[src/rtl/window_generator.sv]
// window_generator
//   Streaming F x F sliding-window generator. Pixels arrive in raster order;
//   each accepted pixel whose position completes a full in-row window loads
//   out_data with that window (bottom-right tap = the pixel just accepted).
//
//   Optional build macro: WINDOW_GEN_STRIDE2_EN
//     defined   -> only windows whose top-left tap has even row and even col
//     undefined -> every valid window position is emitted (stride 1)
//
// Ports
//   clk         system clock, rising edge
//   reset       synchronous active-high reset
//   clk_en      global enable; when low every register holds
//   in_valid    in_data carries a pixel
//   in_ready    block can accept a pixel (combinational from out_ready)
//   in_data     pixel, channel k at [k*D_WIDTH +: D_WIDTH]
//   out_valid   out_data holds a complete window
//   out_ready   consumer accepts the window
//   out_data    window, tap (r,c) channel k at [((r*F+c)*C+k)*D_WIDTH +: D_WIDTH]
//   frame_done  one-cycle pulse after the last pixel of a frame is accepted
//
// States
//   ST_IDLE   | no pixel of the current frame accepted yet
//   ST_FILL   | filling the first F-1 rows, no window possible
//   ST_STREAM | rows F-1..H-1, windows emitted

module window_generator #(
  parameter int FILTER_SIZE  = 3,
  parameter int IMAGE_WIDTH  = 28,
  parameter int IMAGE_HEIGHT = 28,
  parameter int D_WIDTH      = 8,
  parameter int CHANNELS     = 1
) (
  input  logic                                                  clk,
  input  logic                                                  reset,
  input  logic                                                  clk_en,
  input  logic                                                  in_valid,
  output logic                                                  in_ready,
  input  logic [D_WIDTH*CHANNELS-1:0]                           in_data,
  output logic                                                  out_valid,
  input  logic                                                  out_ready,
  output logic [D_WIDTH*CHANNELS*FILTER_SIZE*FILTER_SIZE-1:0]   out_data,
  output logic                                                  frame_done
);

  localparam int F        = FILTER_SIZE;
  localparam int W        = IMAGE_WIDTH;
  localparam int H        = IMAGE_HEIGHT;
  localparam int PW       = D_WIDTH * CHANNELS;
  localparam int OW       = PW * F * F;
  // Each line buffer plus the F-1 taps of the row below it delays a pixel
  // by exactly W accepts, i.e. one row.
  localparam int LB_DEPTH = W - F + 1;
  localparam int AW       = (LB_DEPTH > 1) ? $clog2(LB_DEPTH) : 1;
  localparam int CW       = $clog2(W);
  localparam int RW       = $clog2(H);

  localparam logic [CW-1:0] COL_LAST  = CW'(W - 1);
  localparam logic [RW-1:0] ROW_LAST  = RW'(H - 1);
  localparam logic [CW-1:0] COL_FIRST = CW'(F - 1);
  localparam logic [RW-1:0] ROW_FIRST = RW'(F - 1);
  localparam logic [RW-1:0] ROW_FILL  = RW'(F - 2);
  localparam logic [AW-1:0] ADDR_LAST = AW'(LB_DEPTH - 1);
  // Parity of the bottom-right coordinate when the top-left one is even.
  localparam logic          FM1_ODD   = 1'((F - 1) % 2);

  typedef enum logic [1:0] {
    ST_IDLE,
    ST_FILL,
    ST_STREAM
  } state_t;

  state_t          state_q, state_d;
  logic [CW-1:0]   col_q, col_d;
  logic [RW-1:0]   row_q, row_d;
  logic [AW-1:0]   addr_q, addr_d;
  logic            out_valid_q, out_valid_d;
  logic [OW-1:0]   out_data_q, out_data_d;
  logic            frame_done_q, frame_done_d;

  // taps_q[r][0] is the leftmost (oldest) column held for window row r.
  logic [PW-1:0]   taps_q [F][F-1];
  logic [PW-1:0]   taps_d [F][F-1];
  logic [PW-1:0]   lb_mem [F-1][LB_DEPTH];

  logic [PW-1:0]   new_col [F];
  logic [OW-1:0]   win;
  logic            acc;
  logic            col_last;
  logic            row_last;
  logic            emit;

  assign in_ready   = !out_valid_q || out_ready;
  assign out_valid  = out_valid_q;
  assign out_data   = out_data_q;
  assign frame_done = frame_done_q;

  always_comb begin
    acc      = clk_en && in_valid && in_ready;
    col_last = (col_q == COL_LAST);
    row_last = (row_q == ROW_LAST);

    for (int r = 0; r < F - 1; r++) begin
      new_col[r] = lb_mem[r][addr_q];
    end
    new_col[F-1] = in_data;

    win = '0;
    for (int r = 0; r < F; r++) begin
      for (int c = 0; c < F - 1; c++) begin
        win[(r*F+c)*PW +: PW] = taps_q[r][c];
      end
      win[(r*F+F-1)*PW +: PW] = new_col[r];
    end

    emit = acc && (row_q >= ROW_FIRST) && (col_q >= COL_FIRST);
`ifdef WINDOW_GEN_STRIDE2_EN
    emit = emit && (row_q[0] == FM1_ODD) && (col_q[0] == FM1_ODD);
`endif

    state_d      = state_q;
    col_d        = col_q;
    row_d        = row_q;
    addr_d       = addr_q;
    taps_d       = taps_q;
    out_valid_d  = out_valid_q;
    out_data_d   = out_data_q;
    frame_done_d = frame_done_q;

    if (acc) begin
      for (int r = 0; r < F; r++) begin
        for (int c = 0; c < F - 2; c++) begin
          taps_d[r][c] = taps_q[r][c+1];
        end
        taps_d[r][F-2] = new_col[r];
      end

      addr_d = (addr_q == ADDR_LAST) ? '0 : addr_q + AW'(1);

      if (col_last) begin
        col_d = '0;
        row_d = row_last ? '0 : row_q + RW'(1);
      end else begin
        col_d = col_q + CW'(1);
      end

      unique case (state_q)
        ST_IDLE: begin
          state_d = ST_FILL;
          if (row_q == ROW_FILL && col_last) state_d = ST_STREAM;
        end
        ST_FILL: begin
          if (row_q == ROW_FILL && col_last) state_d = ST_STREAM;
        end
        ST_STREAM: begin
          if (row_last && col_last) state_d = ST_IDLE;
        end
        default: state_d = ST_IDLE;
      endcase
    end

    // frame_done is a pulse only while enabled; a disabled cycle holds it.
    if (clk_en) begin
      frame_done_d = acc && (state_q == ST_STREAM) && row_last && col_last;
    end

    if (emit) begin
      out_valid_d = 1'b1;
      out_data_d  = win;
    end else if (clk_en && out_ready) begin
      out_valid_d = 1'b0;
    end
  end

  always_ff @(posedge clk) begin
    if (reset) begin
      state_q      <= ST_IDLE;
      col_q        <= '0;
      row_q        <= '0;
      addr_q       <= '0;
      out_valid_q  <= 1'b0;
      out_data_q   <= '0;
      frame_done_q <= 1'b0;
      for (int r = 0; r < F; r++) begin
        for (int c = 0; c < F - 1; c++) begin
          taps_q[r][c] <= '0;
        end
      end
    end else begin
      state_q      <= state_d;
      col_q        <= col_d;
      row_q        <= row_d;
      addr_q       <= addr_d;
      out_valid_q  <= out_valid_d;
      out_data_q   <= out_data_d;
      frame_done_q <= frame_done_d;
      taps_q       <= taps_d;
    end
  end

  // Line buffers are not reset; FILL always rewrites F-1 rows before use.
  // Read-before-write at a shared address gives exactly LB_DEPTH of delay.
  always_ff @(posedge clk) begin
    if (acc) begin
      for (int r = 0; r < F - 1; r++) begin
        lb_mem[r][addr_q] <= taps_q[r+1][0];
      end
    end
  end

endmodule

[config.mk]
export PLATFORM = sky130hd
export DESIGN_NAME = window_generator
export DESIGN_NICKNAME = d
export VERILOG_FILES = /design/src/rtl/window_generator.sv
export SDC_FILE = /design/constraint.sdc
export NUM_CORES = 1
export LEC_CHECK = 0
export BUFFER_PORTS_ARGS = -buffer_cell sky130_fd_sc_hd__buf_4
export CORE_ASPECT_RATIO = 1.4
export CORE_MARGIN = 2
export CORE_UTILIZATION = 66
export CTS_CLUSTER_DIAMETER = 50
export DETAILED_ROUTE_END_ITERATION = 10
export PLACE_DENSITY = 0.84
export SLEW_MARGIN = 5
export SYNTH_ARGS = -nofsm -noshare
export SYNTH_HDL_FRONTEND = slang
export SYNTH_SLANG_ARGS = --single-unit
[constraint.sdc]
create_clock -name clk -period 6 [get_ports clk]
set_clock_uncertainty 0.15 [all_clocks]
set_input_delay 1.2 -clock clk [delete_from_list [all_inputs] [get_ports clk]]
set_output_delay 1.2 -clock clk [all_outputs]
set_load 0.005 [all_outputs]
==> impl_results.md, run 1 <==
* PD cells at 307 nW/µm²
* # nets final at 1,485
* Maximum VDD drop at 229 µV
* Crit. End Element: register
* Slowest stage delay, CP at 0.82 ns
* Die area at approximately 34,000 µm²
* Fin crit share at 55.3%
* CTS root buf: clkbuf_16
* Post-synth EDFFs at between 400 and 500
* Reg2reg setup slack at approximately 2.7 ns
* Number of buffers created by CTS at 46
* PortBufs at 87
* CP arrival at about 3.4 ns
* Share of layout cells above drive strength 1 at between 10% and 20%
* Commonest cells after routing, fill and taps aside: edfxtp_1, nand2_1, dfxtp_1, buf_4, a21oi_1
* Crit path cell chain: buf_4 > ha_1 > nand2_1 > nor2_1 > buf_4
* Flop pwr share at between 50% and 60%
* Via count at 12,464
* # IOs at 88
* Critical path buffers and inverters at 2
* Total Wirelength at 49,300 µm
* Comb pwr share at 2.8%
* H-tree level count at 2
* Sink Count at 555
* Dpl cells at 1,815
* Ys flop type: edfxtp_1
* Post-CTS Setup Bufs at 0
* First-pass GRT wire length at about 74,000 µm
* Post-synthesis sequential area ratio at 71.1%
* Overall die width at 156 µm
* FP Rows at 78
* Clock slew at reported path FFs at 0.07 ns
* Final min period at 3.32 ns
* Setup TNS at 0 ns
* Vias in the first global route at between 10,000 and 15,000
* Residual DRC at 0
* Slowest cell on crit path: dfxtp_4
* Area growth from synthesis to layout at 10.4%
* Critical path required time at slightly above 6 ns
* Cells after Synth at 1,390
* RSZ-0062 raised after global routing: false
* Worst-path fanout max at 43
* Internal power at 5810 µW
* Placeable Area at 32,200 µm²
* Initial antenna violation count at 0
* Hold Vio Cnt, Final at 0
* Detailed Routing Iterations Pass 1 at 5
* Most common cell after layout, fill and taps aside: edfxtp_1
* Fillcell total at ~1,800
* Pin count of the biggest net entering global routing at 87
* Cts repair resizes at 0
* Worst-Skew Late Latency at 0.56 ns
* Netlist cell types at 70
* Initial DRC Count at 1,505
* Crit-path most repeated cell: buf_4
* Clock buffer depth at 3
* Routed Antenna Nets at 0
* Pleak at between 0.008 and 0.009 µW
* Post-synth ARST share at 0%
* Cts hold-fix bufs at 0
* Die Span Y at 217 µm
* Power share of the clock group at 40.2%
* Grt total ovfl at 0
* Initial core utilization at 66.7%
* CTS tree: yes
* CP Class: reg2reg
* Net Sw Frac at approximately 20%
* Via density at around 6.6
* Worst slew pin tran at 1.32 ns
* Non-Filler Instances at 1,899
* Slew HR at 12.0%
* Register bit total from synthesis at 555
* YS warnings at 0
* Status: finished, final reports clean
* Net Sw Power at 1470 µW
* Diodes inserted at 0
* Post-Syn Area at 21,500 µm²
* Hpwl dp at 29,100 µm
* Worst hold path type: reg2reg
* Fmax achieved at 301 MHz
* Final Max Slew Viols at 0
* Critical Path Source Type: register
* Average wire per standard cell at 26.0 µm
* Final weighted congestion in routability-driven placement at 0.875
* Gr usage total at 29.4%
* Top cell family by delay on the critical path: buffers and inverters
* Synth Net Count at about 1,400
* Final setup fails at 0
* Post-synthesis area per instance at around 15 µm²
* Max-Cap Viols at 0
[routing by layer]
| layer | global-route usage, % | share of wire [%] |
|---|---|---|
| met1 | 36.7 | 35 |
| met2 | 48.9 | 50 |
| met3 | 6.36 | 9.4 |
| met4 | 14.6 | 5.3 |
| met5 | 0 | 0 |
[synth_stat cells (13+ instances only)]
cell	n	share of area, %
edfxtp_1	416	58
nand2_1	213	3.7
dfxtp_1	139	13
a21oi_1	107	2.5
mux4_2	65	6.8
nor2_1	65	1.1
mux2i_1	46	2.1
a211oi_1	36	1.3
mux2_2	26	1.4
clkbuf_1	25	0.44
buf_2	22	0.51
buf_6	22	1.2
nor2b_1	16	0.47
nand3_1	15	0.35
nor3_1	13	0.30
[cell families after synthesis]
logic type               after synthesis  synth area share [%]
AO/OA/AOI/OAI                        213                  6.44
flip-flops                           555                  71.1
multiplexers                         144                  11.2
buffers and inverters                 97                  3.06
AND/OR/NAND/NOR                      369                  7.58
XOR/XNOR                               3                 0.122
adder cells (fa/ha/maj)                9                 0.524
[power groups by stage]
stage | Combinational (µW) | Clock, µW | Sequential (µW)
floorplan | 174 | 0 | 4210
global placement | 197 | 0 | 4230
detailed placement | 201 | 0 | 4240
CTS | 204 | 2940 | 4150
global route | 219 | 3080 | 4150
finish | 205 | 2930 | 4150
[worst register-to-register path, stage by stage, from the launching register on]
cell and delay [ns]:
dfxtp_4 0.82, buf_4 0.49, ha_1 0.36, nand2_1 0.18, nor2_1 0.65, buf_4 0.36
[stage by stage]
stage          hold WS [ns]  instance area, µm²  setup slack, ns  utilization [%]  power (µW)
2_1_floorplan         0.282               21500             2.79                -        4380
3_3_place_gp          0.290               22300             2.37             69.1        4430
3_5_place_dp          0.297               22300             2.30             69.1        4440
4_1_cts               0.306               23700             2.65             73.6        7300
5_1_grt               0.323               23700             2.50             73.6        7450
6_report              0.306               23700             2.68             73.6        7280
[registers in the layout, indices dropped and copies added, names as in the netlist]
register and count:
lb_mem 416, out_data 72, taps_q 48, addr_q 5
col_q 5, row_q 5, state_q 2, frame_done 1
out_valid 1
[final cells by class]
| class | count | area, µm² | share of cell area [%] |
|---|---|---|---|
| sequential | 555 | 15300 | 64.4 |
| clock inverter | 28 | 183 | 0.770 |
| multi-input combinational | 738 | 5570 | 23.5 |
| tap | 400 | 500 | 2.11 |
| timing repair buffer | 115 | 876 | 3.69 |
| clock buffer | 56 | 1290 | 5.42 |
| inverter | 7 | 26.3 | 0.111 |
[path summary, 6_finish.rpt]
path              depth (start not counted)                        to               startpoint
setup / recovery                          5   lb_mem[0][16]$_DFFE_PP_   addr_q[0]$_SDFFE_PP0P_
hold reg to reg                           2  out_data[5]$_SDFFE_PP0P_  taps_q[45]$_SDFFE_PP0P_
hold / removal                            2  out_data[5]$_SDFFE_PP0P_  taps_q[45]$_SDFFE_PP0P_
setup reg to reg                          5   lb_mem[0][16]$_DFFE_PP_   addr_q[0]$_SDFFE_PP0P_
(Power assumes the default switching activity.)
==> run 2, diff against run 1 <==
Settings changed: ABC_AREA set to 1, CORE_UTILIZATION 66 to 56, PLACE_DENSITY 0.84 to 0.76.
Clock period 6 ns to 2.9 ns, I/O delays scaled along.
==> run 2 against run 1 <==
  * First-iteration DRC count up 14%
  * Die area up 23%
  * Maximum frequency up 36%
  * Final cell count up 53%
  * Clock power up 110%
  * Non-clock buffer count up 48
  * Critical endpoint is now taps_q[35]$_SDFFE_PP0P_
  * Flip-flop and latch count unchanged
  * Critical path type unchanged
  * Critical path depth up 4
  * Largest power group unchanged
  * Sequential power up 110%
  * Largest cell class unchanged
  * Highest routed layer unchanged
==> impl_results.md, run 2 <==
* Fmax achieved at 409 MHz (+36%)
* Slew HR at 53.3% (+41 points)
* Detailed Routing Iterations Pass 1 at 6 (+1)
* Max reg flops at 416 (unchanged)
* Status: finished, final reports clean
* Cells after Synth at 2,248 (+62%)
* RSZ-0062 raised after global routing: false
* Overall die width at 174 µm (+11%)
* Residual DRC at 0 (unchanged)
* Hold Vio Cnt, Final at 0 (unchanged)
* Worst hold path type: in2reg
* Clock buffer depth at 3 (unchanged)
* # IOs at 88 (unchanged)
* Area growth from synthesis to layout at 12.7%
* Post-synthesis sequential area ratio at 67.8% (-3.3 points)
* Average wire per standard cell at 19.4 µm (-25%)
* First-pass GRT wire length at 88,400 µm (+20%)
* Hold Crit Endpoint: frame_done$_SDFFE_PP0P_
* Most numerous cell in the Yosys netlist: nand2_1
* Netlist cell types at 32 (-54%)
* CP Class: reg2reg
* Ys flop type: edfxtp_1
* Pleak at 0.0102 µW (+28%)
* Number of buffers created by CTS at 49 (+6.5%)
* Final setup fails at 0 (unchanged)
* Register bit total from synthesis at 555 (unchanged)
* PD cells at 624 nW/µm² (+100%)
* Most common cell after layout, fill and taps aside: nand2_1
* CTS tree: yes
* Cts hold-fix bufs at 0 (unchanged)
* Post-synth top area cell: edfxtp_1
* Critical path required time at 3.22 ns (-2.87 ns)
* Via count at 16,156 (+30%)
* Min-Delay Startpoint: clk_en
* Synth Area in Compound Gates at 6.59% (+0.14 points)
* CP arrival at 2.77 ns (-0.64 ns)
* Worst hold stages at 2 (unchanged)
* Setup TNS at 0 ns (unchanged)
* # nets final at 2,371 (+60%)
* Synth Net Count at 2,270 (+61%)
* Initial antenna violation count at 0 (unchanged)
* Worst Hold Margin at 0.0798 ns (-0.227 ns)
* Via density at 5.55 (-15%)
* Post-Synth Simple-Gate Area at 19.1% (+12 points)
* Total Wirelength at 56,600 µm (+15%)
* Main combinational cell family by area after synthesis: simple AND/OR/NAND/NOR gates
* Fillcell total at 3,017 (+67%)
* Worst slew pin tran at 0.700 ns (-0.618 ns)
* Post-Synth XOR/XNOR Area at 0.117% (-0.0057 points)
* Die Span Y at 241 µm (+11%)
* Gr usage total at 27.3% (-2.1 points)
* Mux contribution to synthesized area at 0% (-11 points)
* R2R cell count at 9 (+4)
* Post-synthesis area per instance at 10.0 µm² (-35%)
* Final weighted congestion in routability-driven placement at 0.929 (+6.1%)
* Dpl ws at 0.434 ns (-1.87 ns)
* Die area at 41,900 µm² (+23%)
* Initial DRC Count at 1,709 (+14%)
* Sink Count at 555 (unchanged)
* Share of layout cells above drive strength 1 at 10.4% (-9.3 points)
* Post-synth EDFFs at 416 (unchanged)
* H-tree level count at 2 (unchanged)
* Post-CTS Setup Bufs at 0 (unchanged)
* Cts repair resizes at 0 (unchanged)
* Grt total ovfl at 0 (unchanged)
* Adder-cell share of the synthesized area at 0.500% (-0.024 points)
* CTS root buf: clkbuf_16
* YS warnings at 0 (unchanged)
* Synth area leaders: edfxtp_1, dfxtp_1, nand2_1, nor2_1, o21ai_0
* Pin count of the biggest net entering global routing at 140 (+61%)
* Diodes inserted at 0 (unchanged)
* Reg2reg setup slack at 0.46 ns (-2.22 ns)
* PortBufs at 87 (unchanged)
* Fin crit share at 84.3% (+29 points)
* Dpl cells at 2,826 (+56%)
* Worst flop-to-flop path startpoint: addr_q[1]$_SDFFE_PP0P_
* Post-synth ARST share at 0% (unchanged)
* Post-Syn Area at 22,500 µm² (+4.9%)
* Non-Filler Instances at 2,913 (+53%)
* Maximum VDD drop at 638 µV (+180%)
* Crit. End Element: register
* Post-layout util at 64.3% (-9.3 points)
* Reg-to-Reg End: taps_q[35]$_SDFFE_PP0P_
* Biggest register: lb_mem
* Initial core utilization at 57.1% (-9.6 points)
* Commonest cells after routing, fill and taps aside: nand2_1, edfxtp_1, nor2_1, inv_1, o21ai_0
* FP Rows at 86 (+10%)
* Clock slew at reported path FFs at 0.06 ns (about the same)
* Commonest cells post-synth: nand2_1, edfxtp_1, nor2_1, inv_1, o21ai_0
* Post-route setup slack at 0.457 ns (-2.22 ns)
* Placeable Area at 39,500 µm² (+23%)
* Vias in the first global route at 16,217 (+32%)
* Final min period at 2.44 ns (-0.876 ns)
* Routed Antenna Nets at 0 (unchanged)
* Critical Path Source Type: register
* Max-Cap Viols at 0 (unchanged)
* Final Max Slew Viols at 0 (unchanged)
* Hpwl dp at 35,900 µm (+23%)
* Worst-path fanout max at 21 (-51%)
* Yosys top cell area share at 55.4% (-2.7 points)
* Worst-Skew Late Latency at 0.57 ns (about the same)
## run 2: cell types whose count changed in the layout (fill, tap and decap cells not counted), sizes merged, moves of 38 or more
cell	before	now
a211oi	40	2
buf	115	163
inv	10	186
mux2i	46	0
mux4	72	0
nand2	213	634
nand3	15	106
nor2	66	338
o21ai	6	175
## run 2: critical path, stage by stage (launching register included)
cell,delay [ns]
dfxtp_4,0.41
inv_2,0.41
buf_4,0.35
nor2_1,0.11
o21ai_0,0.18
a21oi_1,0.23
nor2_1,0.25
nand3_1,0.13
nand2_1,0.09
inv_1,0.04
## run 2: cells by family (layout without fill, tap and decap cells)
| logic type | Yosys count | count (layout) |
|---|---|---|
| flip-flops | 555 | 555 |
| buffers and inverters | 301 | 438 |
| AND/OR/NAND/NOR | 1093 | 1093 |
| AO/OA/AOI/OAI | 287 | 287 |
| XOR/XNOR | 3 | 3 |
| adder cells (fa/ha/maj) | 9 | 9 |
## run 2: final cells by class
cell class,count,area [µm²],area share (%)
flip-flops and latches,555,15300,60.2
repair buffers,163,1310,5.16
inverters,188,708,2.79
clock buffers,69,1380,5.43
multi-input cells,1392,5930,23.3
well taps,528,661,2.60
clock inverters,18,128,0.502
## run 2: how the worst max path moves through the flow
stage	startpoint	to	slack, ns
2_1_floorplan	out_ready	lb_mem[0][288]$_DFFE_PP_	0.02
3_3_place_gp	addr_q[1]$_SDFFE_PP0P_	taps_q[35]$_SDFFE_PP0P_	0.47
3_5_place_dp	addr_q[1]$_SDFFE_PP0P_	taps_q[35]$_SDFFE_PP0P_	0.43
4_1_cts	addr_q[1]$_SDFFE_PP0P_	taps_q[35]$_SDFFE_PP0P_	0.42
5_1_grt	addr_q[1]$_SDFFE_PP0P_	taps_q[32]$_SDFFE_PP0P_	0.35
6_report	addr_q[1]$_SDFFE_PP0P_	taps_q[35]$_SDFFE_PP0P_	0.46
## run 2: power by group
group | switching [µW] | leakage [µW] | total (µW) | internal, µW
clock | 2800 | 0.000745 | 6210 | 3410
sequential | 49.5 | 0.00494 | 8670 | 8620
combinational | 716 | 0.00454 | 971 | 254
total | 3560 | 0.0102 | 15800 | 12300
## run 2: through the flow
step	cell area (µm²)	total power [µW]
after floorplan	22500	9440
after detailed placement	23900	9790
after global placement	23900	9760
after CTS	25400	15900
after global routing	25400	16200
final	25400	15800
## run 2: metal layers
metal / GRT usage, % / vias to the layer above / part of all wire (%)
li1: - / 7560 / -
met4: 14.8 / 0 / 5.5
met2: 48.7 / 827 / 50
met1: 32.3 / 7609 / 37
met5: 0 / - / 0
met3: 3.74 / 160 / 7.5
==> run 3, diff against run 2 <==
Settings changed: CORE_UTILIZATION 56 to 61, PLACE_DENSITY 0.76 to 0.79.
Clock period 2.9 ns to 2.4 ns, I/O delays scaled along.
==> run 3 against run 2 <==
  * Clock power up 26%
  * Global-route usage grew 2.8 points
  * Sequential power is 21% higher
  * First-iteration DRC count shrank 6.4%
  * Critical path depth grew 3
  * Largest cell class unchanged
==> impl_results.md, run 3 (synthesized netlist as in run 2, its figures left out) <==
* Status: finished, final reports clean
* Pleak at 0.0105 µW (+2.1%)
* Fmax achieved at 431 MHz (+5.4%)
* Crit-path most repeated cell: nand2_1
* Sink Count at 555 (unchanged)
* Number of buffers created by CTS at 48 (-2.0%)
* Total Wirelength at 58,100 µm (+2.7%)
* Critical path required time at 2.72 ns (-0.50 ns)
* Worst slew pin tran at 1.05 ns (+0.349 ns)
* Grt total ovfl at 0 (unchanged)
* Critical Path Source Type: register
* Overall die width at 166 µm (-4.1%)
* Initial antenna violation count at 0 (unchanged)
* Worst Hold Margin at 0.0284 ns (-0.0514 ns)
* Pin count of the biggest net entering global routing at 71 (-49%)
* Gr usage total at 30.1% (+2.8 points)
* Slowest cell on crit path: dfxtp_4
* Crit path cell chain: buf_16 > buf_6 > buf_4 > nand2_1 > nand3_1 > nand2_1 > nand2_1 > nand3_1 > nor2_1 > nand3_1 > nand2_1 > inv_1
* Fin crit share at 96.6% (+12 points)
* PD cells at 755 nW/µm² (+21%)
* # IOs at 88 (unchanged)
* FP Rows at 83 (-3.5%)
* Average wire per standard cell at 20.3 µm (+4.3%)
* Clock slew at reported path FFs at 0.07 ns (about the same)
* Hold Crit Endpoint: out_data[64]$_SDFFE_PP0P_
* Worst-Skew Late Latency at 0.57 ns (about the same)
* Max reg flops at 416 (unchanged)
* # nets final at 2,390 (+0.80%)
* Die Span Y at 231 µm (-4.1%)
* Max-Cap Viols at 0 (unchanged)
* Worst-path fanout max at 62 (+200%)
* Final weighted congestion in routability-driven placement at 0.927 (-0.18%)
* Share of layout cells above drive strength 1 at 11.6% (+1.2 points)
* Worst hold stages at 3 (+1)
* Critical path buffers and inverters at 4 (+1)
* Slew HR at 29.9% (-23 points)
* R2R cell count at 12 (+3)
* CP Class: reg2reg
* Initial core utilization at 61.6% (+4.6 points)
* Vias in the first global route at 16,013 (-1.3%)
* Crit. End Element: register
* Residual DRC at 0 (unchanged)
* Worst flop-to-flop path startpoint: addr_q[0]$_SDFFE_PP0P_
* Detailed Routing Iterations Pass 1 at 6 (unchanged)
* Initial DRC Count at 1,599 (-6.4%)
* Worst hold path type: in2reg
* Clock buffer depth at 3 (unchanged)
* CP arrival at 2.64 ns (-0.13 ns)
* Area growth from synthesis to layout at 14.9%
* Routed Antenna Nets at 0 (unchanged)
* Biggest register: lb_mem
* Via count at 16,248 (+0.57%)
* Hold Vio Cnt, Final at 0 (unchanged)
* First-pass GRT wire length at 89,100 µm (+0.77%)
* Maximum VDD drop at 735 µV (+15%)
* Commonest cells after routing, fill and taps aside: nand2_1, edfxtp_1, nor2_1, inv_1, o21ai_0
* Slowest stage delay, CP at 0.39 ns (-0.02 ns)
* Final min period at 2.32 ns (-0.125 ns)
* Placeable Area at 36,600 µm² (-7.4%)
* CTS tree: yes
* Setup TNS at 0 ns (unchanged)
* Most common cell after layout, fill and taps aside: nand2_1
* CTS root buf: clkbuf_16
* Reg-to-Reg End: taps_q[22]$_SDFFE_PP0P_
* Die area at 38,500 µm² (-8.0%)
* Final setup fails at 0 (unchanged)
* Top cell family by delay on the critical path: simple AND/OR/NAND/NOR gates
* PortBufs at 87 (unchanged)
* RSZ-0062 raised after global routing: true
* Min-Delay Startpoint: in_data[0]
* H-tree level count at 2 (unchanged)
* Via density at 5.66 (+2.1%)
* Hpwl dp at 36,700 µm (+2.1%)
* Reg2reg setup slack at 0.08 ns (-0.37 ns)
* Final Max Slew Viols at 0 (unchanged)
[run 3: cell count changes in the layout (fill, tap and decap cells not counted), sizes merged]
cell / previous run / this run
bufinv: 1 / 3
inv: 186 / 188
buf: 163 / 182
clkbuf: 69 / 60
dlygate4sd3: 0 / 1
clkinvlp: 1 / 3
diode: 0 / 1
[run 3: per-stage QoR]
| stage | utilization [%] | std cells | setup slack (ns) | power [µW] | area [µm²] |
|---|---|---|---|---|---|
| 5_1_grt | 70.8 | 2869 | -0.00232 | 20100 | 25900 |
| 4_1_cts | 70.7 | 2869 | 0.0389 | 19600 | 25800 |
| 3_5_place_dp | 66.3 | 2784 | 0.0144 | 11900 | 24200 |
| 2_1_floorplan | - | 2248 | -0.117 | 11400 | 22500 |
| 6_report | 70.8 | 2870 | 0.0817 | 19500 | 25900 |
| 3_3_place_gp | 66.3 | 2784 | 0.0916 | 11800 | 24200 |
[run 3: final cells by class]
class                           count  area (µm²)
Sequential cell                   555       15300
Fill cell                        2457       10700
Multi-Input combinational cell   1392        5950
Timing Repair Buffer              183        1750
Clock buffer                       60        1400
Inverter                          188         711
Tap cell                          467         584
Clock inverter                     24         204
Antenna cell                        1        2.50
[run 3: where the power goes]
part	internal [µW]	switching (µW)	leakage (µW)
Combinational	356	854	0.00472
Clock	4450	3380	0.000788
Sequential	10400	92.8	0.00494
Total	15200	4320	0.0105
[run 3: what timing repair did]
item,in CTS,in global routing
hold buffers,1,0
gates resized for setup,0,10
hold endpoints to repair,1,0
buffers inserted,0,0
endpoints found under the setup margin,0,48
[run 3: worst max path at each step]
stage                           start                   endpoint  slack [ns]  cells after the start
6_report       addr_q[0]$_SDFFE_PP0P_    taps_q[22]$_SDFFE_PP0P_        0.08                     12
5_1_grt        addr_q[0]$_SDFFE_PP0P_  out_data[46]$_SDFFE_PP0P_      -0.002                     12
4_1_cts        addr_q[3]$_SDFFE_PP0P_   lb_mem[0][355]$_DFFE_PP_        0.04                      6
3_5_place_dp                out_ready   lb_mem[0][192]$_DFFE_PP_        0.01                      8
3_3_place_gp   addr_q[0]$_SDFFE_PP0P_  out_data[47]$_SDFFE_PP0P_        0.09                     11
2_1_floorplan               out_ready    lb_mem[0][10]$_DFFE_PP_       -0.12                      8
[run 3: worst register-to-register path: cells and delay by family, from the launching register on]
| family | cells | cell delay [ns] |
|---|---|---|
| buffers and inverters | 4 | 0.71 |
| DFF | 1 | 0.39 |
| and+or+nand+nor | 8 | 0.98 |
[run 3: metal layers]
metal	up-vias	track usage, %	part of all wire, %
met1	7726	35.8	36
met5	-	0	0
met2	757	52.6	51
li1	7600	-	-
met3	165	5.23	7.8
met4	0	16.3	5.6
